## config.mk

```make
export PLATFORM = sky130hd
export DESIGN_NAME = spi_chain_tx
export DESIGN_NICKNAME = d
export VERILOG_FILES = /design/src/rtl/spi_chain_pkg.sv /design/src/rtl/spi_clk_gen.sv /design/src/rtl/spi_chain_tx.sv
export SDC_FILE = /design/constraint.sdc
export NUM_CORES = 1
export LEC_CHECK = 0
export ABC_CLOCK_PERIOD_IN_PS = 3700
export CAP_MARGIN = 40
export CORE_MARGIN = 2
export CORE_UTILIZATION = 50
export CTS_BUF_LIST = sky130_fd_sc_hd__clkbuf_8
export DETAILED_ROUTE_END_ITERATION = 16
export HOLD_SLACK_MARGIN = 0.03
export PLACE_DENSITY = 0.94
export REMOVE_ABC_BUFFERS = 1
export SKIP_CTS_REPAIR_TIMING = 1
export SYNTH_ARGS = -nofsm -noshare
export SYNTH_HDL_FRONTEND = slang
export SYNTH_SLANG_ARGS = --single-unit
```

## constraint.sdc

```tcl
create_clock -name i_clk -period 3.7 [get_ports i_clk]
set_clock_uncertainty 0.1 [all_clocks]
set_input_delay 0.74 -clock i_clk [delete_from_list [all_inputs] [get_ports i_clk]]
set_output_delay 0.74 -clock i_clk [all_outputs]
set_load 0.01 [all_outputs]
```

## src/rtl/spi_chain_pkg.sv

```systemverilog
// Shared types and helpers for the SPI chain initiator.
package spi_chain_pkg;

    localparam int DEFAULT_DATA_W = 16;

    typedef enum logic [1:0] {
        IDLE  = 2'd0,
        SHIFT = 2'd1,
        LOAD  = 2'd2,
        GAP   = 2'd3
    } state_t;

    // Cycles from handshake until o_ready is high again.
    function automatic int frame_cycles(input int data_w, input int clk_div, input int load_cyc);
        return data_w * 2 * clk_div + load_cyc + clk_div;
    endfunction

endpackage

```

## src/rtl/spi_clk_gen.sv

```systemverilog
// spi_clk divider: half-period counter with one-cycle rise/fall strobes.
// While en is low the counter and clock level are held at zero.
module spi_clk_gen #(
    parameter int CLK_DIV = 4
) (
    input  logic clk,
    input  logic rst,
    input  logic en,
    output logic rise,
    output logic fall,
    output logic spi_clk
);

    localparam int CNT_W = (CLK_DIV > 1) ? $clog2(CLK_DIV) : 1;
    localparam logic [CNT_W-1:0] LAST = CNT_W'(CLK_DIV - 1);

    logic [CNT_W-1:0] divcnt;
    logic             wrap;

    // Strobes are high in the cycle before spi_clk actually changes level.
    assign wrap = en && (divcnt == LAST);
    assign rise = wrap && !spi_clk;
    assign fall = wrap && spi_clk;

    always_ff @(posedge clk or posedge rst) begin
        if (rst) begin
            divcnt  <= '0;
            spi_clk <= 1'b0;
        end else if (!en) begin
            divcnt  <= '0;
            spi_clk <= 1'b0;
        end else if (wrap) begin
            divcnt  <= '0;
            spi_clk <= ~spi_clk;
        end else begin
            divcnt  <= divcnt + CNT_W'(1);
        end
    end

endmodule

```

## src/rtl/spi_chain_tx.sv

```systemverilog
// Serial initiator that shifts a word MSB first into the SPI chain and strobes load.
// Define SPI_CHAIN_TX_READBACK_EN to capture the chain's old contents from i_spi_miso.
module spi_chain_tx
    import spi_chain_pkg::*;
#(
    parameter int DATA_W   = DEFAULT_DATA_W,
    parameter int CLK_DIV  = 4,
    parameter int LOAD_CYC = 2
) (
    input  logic              i_clk,
    input  logic              i_rst,
    input  logic [DATA_W-1:0] i_data,
    input  logic              i_valid,
    output logic              o_ready,
    output logic              o_spi_clk,
    output logic              o_spi_dat,
    output logic              o_spi_load,
    input  logic              i_spi_miso,
    output logic              o_done,
    output logic [DATA_W-1:0] o_rdata,
    output state_t            o_dbg_state
);

    localparam int BIT_W  = (DATA_W > 1) ? $clog2(DATA_W) : 1;
    localparam int PH_MAX = (LOAD_CYC > CLK_DIV) ? LOAD_CYC : CLK_DIV;
    localparam int PH_W   = $clog2(PH_MAX + 1);
    localparam logic [BIT_W-1:0] BIT_TOP   = BIT_W'(DATA_W - 1);
    localparam logic [PH_W-1:0]  LOAD_LAST = PH_W'(LOAD_CYC - 1);
    localparam logic [PH_W-1:0]  GAP_LAST  = PH_W'(CLK_DIV - 1);

    state_t            state, state_next;
    logic [DATA_W-1:0] shift_reg, shift_next;
    logic [BIT_W-1:0]  bitcnt, bitcnt_next;
    logic [PH_W-1:0]   phcnt, phcnt_next;
    logic              done_next;
    logic              done_q, dat_q, load_q;
    logic              rise, fall, sclk;

    spi_clk_gen #(.CLK_DIV(CLK_DIV)) u_clk_gen (
        .clk     (i_clk),
        .rst     (i_rst),
        .en      (state == SHIFT),
        .rise    (rise),
        .fall    (fall),
        .spi_clk (sclk)
    );

    always_comb begin
        state_next  = state;
        shift_next  = shift_reg;
        bitcnt_next = bitcnt;
        phcnt_next  = phcnt;
        done_next   = 1'b0;
        case (state)
            IDLE: begin
                if (i_valid) begin
                    shift_next  = i_data;
                    bitcnt_next = BIT_TOP;
                    phcnt_next  = '0;
                    state_next  = SHIFT;
                end
            end
            SHIFT: begin
                if (fall) begin
                    if (bitcnt == '0) begin
                        state_next = LOAD;
                        phcnt_next = '0;
                    end else begin
                        shift_next  = shift_reg << 1;
                        bitcnt_next = bitcnt - BIT_W'(1);
                    end
                end
            end
            LOAD: begin
                if (phcnt == LOAD_LAST) begin
                    state_next = GAP;
                    phcnt_next = '0;
                end else begin
                    phcnt_next = phcnt + PH_W'(1);
                end
            end
            GAP: begin
                if (phcnt == GAP_LAST) begin
                    state_next = IDLE;
                    phcnt_next = '0;
                    done_next  = 1'b1;
                end else begin
                    phcnt_next = phcnt + PH_W'(1);
                end
            end
            default: state_next = IDLE;
        endcase
    end

    // Data and load are registered from next-state so the chain never sees decode glitches.
    always_ff @(posedge i_clk or posedge i_rst) begin
        if (i_rst) begin
            state     <= IDLE;
            shift_reg <= '0;
            bitcnt    <= '0;
            phcnt     <= '0;
            done_q    <= 1'b0;
            dat_q     <= 1'b0;
            load_q    <= 1'b0;
        end else begin
            state     <= state_next;
            shift_reg <= shift_next;
            bitcnt    <= bitcnt_next;
            phcnt     <= phcnt_next;
            done_q    <= done_next;
            dat_q     <= ((state_next == SHIFT) || (state_next == LOAD)) && shift_next[DATA_W-1];
            load_q    <= (state_next == LOAD);
        end
    end

    assign o_ready     = (state == IDLE);
    assign o_spi_clk   = sclk;
    assign o_spi_dat   = dat_q;
    assign o_spi_load  = load_q;
    assign o_done      = done_q;
    assign o_dbg_state = state;

`ifdef SPI_CHAIN_TX_READBACK_EN
    logic [DATA_W-1:0] rb_reg, rdata_q;

    // miso is sampled before the chain sees the rising edge, so this is its old content.
    always_ff @(posedge i_clk or posedge i_rst) begin
        if (i_rst) begin
            rb_reg  <= '0;
            rdata_q <= '0;
        end else begin
            if (rise) begin
                rb_reg <= {rb_reg[DATA_W-2:0], i_spi_miso};
            end
            if (done_next) begin
                rdata_q <= rb_reg;
            end
        end
    end

    assign o_rdata = rdata_q;
`else
    logic unused_sink;

    assign unused_sink = ^{i_spi_miso, rise};
    assign o_rdata     = '0;
`endif

endmodule

```

; ---- After elaboration in Yosys (flattened, before gate mapping)
; Index checks and enable logic that the tools add are counted.
[totals]
ff_bits = 31
word_cells = 62
out_inout_bits = 23
input_bits = 20
[op_classes]
n_bitwise = 1
n_mux = 26
add_sub_neg = 3
reduce_logical = 9
n_eq_ne = 13
[ops]
columns = op, n
row1 = two-way mux 16 bit, 3
row2 = one-hot mux 16 bit (2 select lines), 1
row3 = two-way mux 3 bit, 5
row4 = two-way mux 2 bit, 7
row5 = two-way mux 4 bit, 3
row6 = one-hot mux 3 bit (4 select lines), 1
row7 = inequality test 2 bit (second input constant), 5
row8 = equality test 2 bit (second input constant), 4
row9 = one-hot mux 2 bit (4 select lines), 1
row10 = one-hot mux 4 bit (2 select lines), 1
row11 = equality test 2 x 1 -> 1 bit (second input constant), 2
row12 = logical NOT 4 bit, 1
row13 = two-way mux 1 bit, 4
row14 = AND reduction 4 bit, 1
row15 = subtractor 4 x 1 -> 4 bit (second input constant), 1
row16 = adder 3 x 1 -> 3 bit (second input constant), 1
row17 = equality test 3 x 1 -> 1 bit (second input constant), 1
row18 = equality test 3 x 2 -> 1 bit (second input constant), 1
row19 = logical AND 1 bit, 3
row20 = AND reduction 3 bit, 1
row21 = adder 2 x 1 -> 2 bit (second input constant), 1
row22 = logical NOT 2 bit, 1
row23 = nonzero test 2 bit, 1
row24 = logical OR 1 bit, 1
row25 = inverter 1 bit, 1

; ---- Depth between registers and ports, before layout
[logic_depth]
word_depth = 8
ltp_mapped = 8
ltp_nobuf = 7

; ---- Modules after synthesis
; Synthesis repeated with hierarchy kept, for this count alone.
[hier_totals]
hier_cells = 162
area_unflattened_um2 = 1716.6
[modules_own_cells]
columns = mod, n_inst, area_each_um2, cells_each, seq_area_each_um2
row1 = spi_chain_tx, 1, 1577.8, 150, 700.7
row2 = spi_clk_gen, 1, 138.9, 12, 75.1

; ---- Least setup slack after synthesis
; Ideal clock, no wire load.
[synth_path]
kind = reg2reg
start = reg bitcnt[0]
end = reg dat_q, in the netlist o_spi_dat
setup_slack_ns = 1.711
setup_ns = 0.082
period_less_slack_ns = 1.989
path_stages_with_launch = 9
n_path_buf = 1
t_arrival_ns = 1.807
t_required_ns = 3.518
cell_sequence = dfrtp_1 -> inv_1 -> ha_1 -> or3b_4 -> buf_6 -> nor2_1 -> mux2_2 -> ha_1 -> a31oi_1
[synth_via]
elab_chain_cells = 7
word_cells_on_any_way = 11
classes_between = 2 x eq/ne / 6 x mux / 3 x reduce/logical
[synth_lines]
columns = element, line_no
row1 = "start, declared", spi_chain_tx.sv:33  ; logic [BIT_W-1:0] bitcnt, bitcnt_next;
row2 = "start signal, assigned", spi_chain_tx.sv:108  ; bitcnt <= bitcnt_next;
row3 = logical NOT 4 bit *, spi_chain_tx.sv:65  ; if (bitcnt == '0) begin
row4 = two-way mux 2 bit *, spi_chain_tx.sv:65
row5 = two-way mux 2 bit *, spi_chain_tx.sv:64  ; if (fall) begin
row6 = one-hot mux 2 bit (4 select lines) *, spi_chain_tx.sv:54  ; case (state)
row7 = via state_next[1], spi_chain_tx.sv:31  ; state_t state, state_next;
row8 = equality test 2 x 1 -> 1 bit / equality test 2 bit (equally long branches), spi_chain_tx.sv:111  ; dat_q <= ((state_next == SHIFT) || (state_next == LOAD)) && shift_next[DATA_W-1];
row9 = logical OR 1 bit *, spi_chain_tx.sv:111
row10 = logical AND 1 bit *, spi_chain_tx.sv:111
row11 = "end signal, assigned", spi_chain_tx.sv:111
row12 = "end, declared", spi_chain_tx.sv:36  ; logic done_q, dat_q, load_q;
; The timed path passes the listed nets; every way through them passes the cells marked *. The select of a mux whose other input is x is not followed.
; A chain may end at the register's enable or synchronous reset.

; ---- Final worst setup path
[layout_path]
start = reg state[1], in the netlist o_dbg_state[1]
end = out o_ready
[layout_via]
elab_chain_cells = 1
[layout_lines]
columns = element, line_no
row1 = "start, declared", spi_chain_tx.sv:31
row2 = "start signal, assigned", spi_chain_tx.sv:106  ; state <= state_next;
row3 = logical NOT 2 bit, spi_chain_tx.sv:116  ; assign o_ready = (state == IDLE);
row4 = "end, declared", spi_chain_tx.sv:14  ; output logic o_ready,
; No other way between the ends.

==> summary.txt <==
Logic synthesis
  – Ys Warns: 0
  – Yosys reg bits: 31
  – Syn_area_per_cell: 10.9 sq um
  – Synth Cell Area: 1660 sq um
  – Post-Syn Instances: 152
  – Synth cell types: 37
  – Register area share after synthesis: 0.466

Global routing
  – First-pass GRT wire length: 5.63 mm
  – Initial antenna violation count: 0
  – Vias in the first global route: 1,284
  – All-Layer GR Usage: 0.208
  – Overflow after GRT: 0
  – Largest net degree at the start of global routing: 22

Setup path
  – Largest stage delay on the critical path: 570 ps
  – Worst-path maximum fanout: 16
  – Reg2reg path depth: 7
  – CP Capture Type: output pin
  – CP Cell Sequence: nor2_1 > clkdlybuf4s50_1
  – CP max stage cell: dfrtp_1
  – Crit path from: o_dbg_state[1]
  – WP data arrival: 1640 ps
  – CP Launch Type: flip-flop
  – Kind of critical path: flip-flop to output pin
  – Worst r2r src: bitcnt[0]
  – CP Data Required Time: 2860 ps

CTS
  – Worst-Skew Late Latency: 290 ps
  – Clock slew at reported path FFs: 70 ps
  – H-tree Lvls: 2
  – Clock Path Buffers: 2
  – Cts bufs inserted: 5
  – Clk sink count: 31
  – Root buffer cell: clkbuf_8
  – CTS tree: built

Detailed routing
  – Initial drt markers: 66
  – Drt pass-1 iters: 4
  – Final routed DRC violation total: 0
  – Drt wl/cell: 15.3 um
  – Antenna Nets Post-Route: 0
  – Routed wire length: 3.39 mm
  – Via count: 1,227
  – Post-DR vias/cell: 5.53

Die
  – Die area: 3810 sq um
  – Die Ht: 61.7 um
  – Io pins: 43
  – Die Span X: 61.7 um
  – Core area: 3100 sq um
  – Effective utilization at floorplan: 0.536
  – Core Rows: 20

Final layout
  – Final design utilization: 0.646
  – Number of flip-flops under the largest register name: 16
  – Fin area: 2000 sq um
  – Area grow syn2layout: 20.5%
  – Layout Nets: 204
  – Layout cells sized above 1: 0.0843
  – Finished Layout Cells: 222
  – Fillcell total: 258
  – Diodes inserted: 0

Hold path
  – Type of the tightest min-delay check: flip-flop to flip-flop
  – Hold Crit Start: u_clk_gen.divcnt[0]
  – Hold depth: 1

Timing
  – Final setup viols: 0
  – Max Slew Vio Count: 0
  – RSZ-0062 raised after global routing: no
  – Relative slew slack: 0.641
  – WHS: 354 ps
  – Fmax: 403 MHz
  – Sum of negative setup slack: 0 ps
  – Fin. Hold Viols: 0
  – Clock period minus final worst setup slack: 2480 ps
  – Worst-Margin Slew: 538 ps
  – Period utilization: 0.670

Place
  – Port Buf Inserts: 25
  – Area after DPL: 1890 sq um
  – Routability cong.: 0.806
  – Post-placement cell count: 214
  – Detailed placer's ending HPWL: 2.31 mm

Pwr
  – Switching share of power: 0.211
  – Static leakage: 1.01 nW
  – Internal power: 0.591 mW
  – P_sw: 0.158 mW
  – Clk pwr share: 0.467
  – P per Cell Area: 373 nW/um^2
  – Sequential share of power: 0.469
  – Logic pwr share: 0.064
  – Max rail drop VDD: 311 uV

Status
  – Status: complete, no violations

Flow run
  – Max-cap viol count: 0
## worst paths after layout
| check | end | slack, ps |
|---|---|---|
| worst max-delay path | o_ready | 1220 |
| worst min-delay path | u_clk_gen.divcnt[0] | 350 |
| worst max register to register | o_spi_dat | 1590 |
| worst min register to register | u_clk_gen.divcnt[0] | 350 |
| max in group asynchronous | bitcnt[1] | 2330 |
| min in group asynchronous | shift_reg[6] | 680 |
## cells by family (layout without fill, tap and decap cells)
family | count (synthesis) | in the layout | share of synthesized area
compound gates | 29 | 29 | 0.158
simple gates | 45 | 45 | 0.164
buf+inv | 34 | 45 | 0.127
flops | 31 | 31 | 0.466
mux | 4 | 4 | 0.0248
fa+ha+maj | 7 | 7 | 0.0526
xor+xnor | 1 | 1 | 0.00526
other cells | 1 | 16 | 0.00225
## metal layers
layer,track usage,up-vias,part of all wire
met2,0.359,48,0.52
met1,0.237,602,0.41
li1,-,568,-
met5,0,-,0
met3,0.0435,9,0.051
met4,0.122,0,0.021
## placed cells by master, fill, tap and decap left out, types with 2 or more instances in the layout
| master | instances |
|---|---|
| dfrtp_1 | 31 |
| clkdlybuf4s50_1 | 25 |
| conb_1 | 16 |
| and3_1 | 15 |
| a221o_1 | 14 |
| inv_1 | 10 |
| nor2_1 | 7 |
| ha_1 | 7 |
| clkbuf_8 | 6 |
| nand2_1 | 5 |
| nand3_1 | 4 |
| nand2b_1 | 4 |
| mux2i_1 | 3 |
| and2_1 | 3 |
| nor3_1 | 2 |
| o22ai_1 | 2 |
| o31ai_1 | 2 |
## power groups by stage
stage / Sequential (mW) / Clock [mW] / Combinational, mW
3_5_place_dp: 0.357 / 0 / 0.0481
5_1_grt: 0.351 / 0.366 / 0.0527
6_report: 0.351 / 0.349 / 0.0481
2_1_floorplan: 0.356 / 0 / 0.0204
3_3_place_gp: 0.356 / 0 / 0.0430
4_1_cts: 0.351 / 0.352 / 0.0483
## synth_stat cells, drive strengths merged
cell      n  area share
o31ai     2      0.0090
xnor2     1      0.0053
nand3     4       0.012
inv      10       0.023
o31a      1      0.0053
nor3      2      0.0060
o32ai     1      0.0053
o22ai     2      0.0075
nand2     5       0.011
o2bb2ai   1      0.0053
nor2      7       0.016
or3b      1      0.0068
mux2      1      0.0068
a211o     1      0.0053
o211ai    1      0.0045
clkbuf    1      0.0023
a21o      1      0.0045
nor2b     1      0.0038
and3     15       0.056
o21ai     1      0.0030
mux2i     3       0.018
and4b     2       0.014
buf      23        0.10
nor3b     1       0.011
nand2b    4       0.015
a21oi     1      0.0098
conb      1      0.0023
and2      3       0.011
a31oi     1      0.0038
dfrtp    31        0.47
ha        7       0.053
o311ai    1      0.0053
a221oi    1      0.0053
a221o    14       0.084
## per-stage QoR
step	setup WS (ps)	power (mW)
floorplan	1770	0.376
global placement	1290	0.399
detailed placement	1210	0.405
CTS	1230	0.751
global route	1170	0.770
finish	1220	0.748
## layout make-up
type / instances / area [sq um] / area share
Sequential cell: 31 / 776 / 0.387
Tap cell: 44 / 55.1 / 0.0275
Timing Repair Buffer: 27 / 285 / 0.142
Multi-Input combinational cell: 102 / 733 / 0.366
Clock inverter: 2 / 35.0 / 0.0175
Inverter: 10 / 37.5 / 0.0187
Clock buffer: 6 / 82.6 / 0.0412
## critical path, delay by kind of cell, from the launching register on
| kind | cells | cell delay [ps] |
|---|---|---|
| DFF | 1 | 570 |
| buffers and inverters | 1 | 560 |
| and+or+nand+nor | 1 | 220 |
Power figures use the tool's default switching activity.
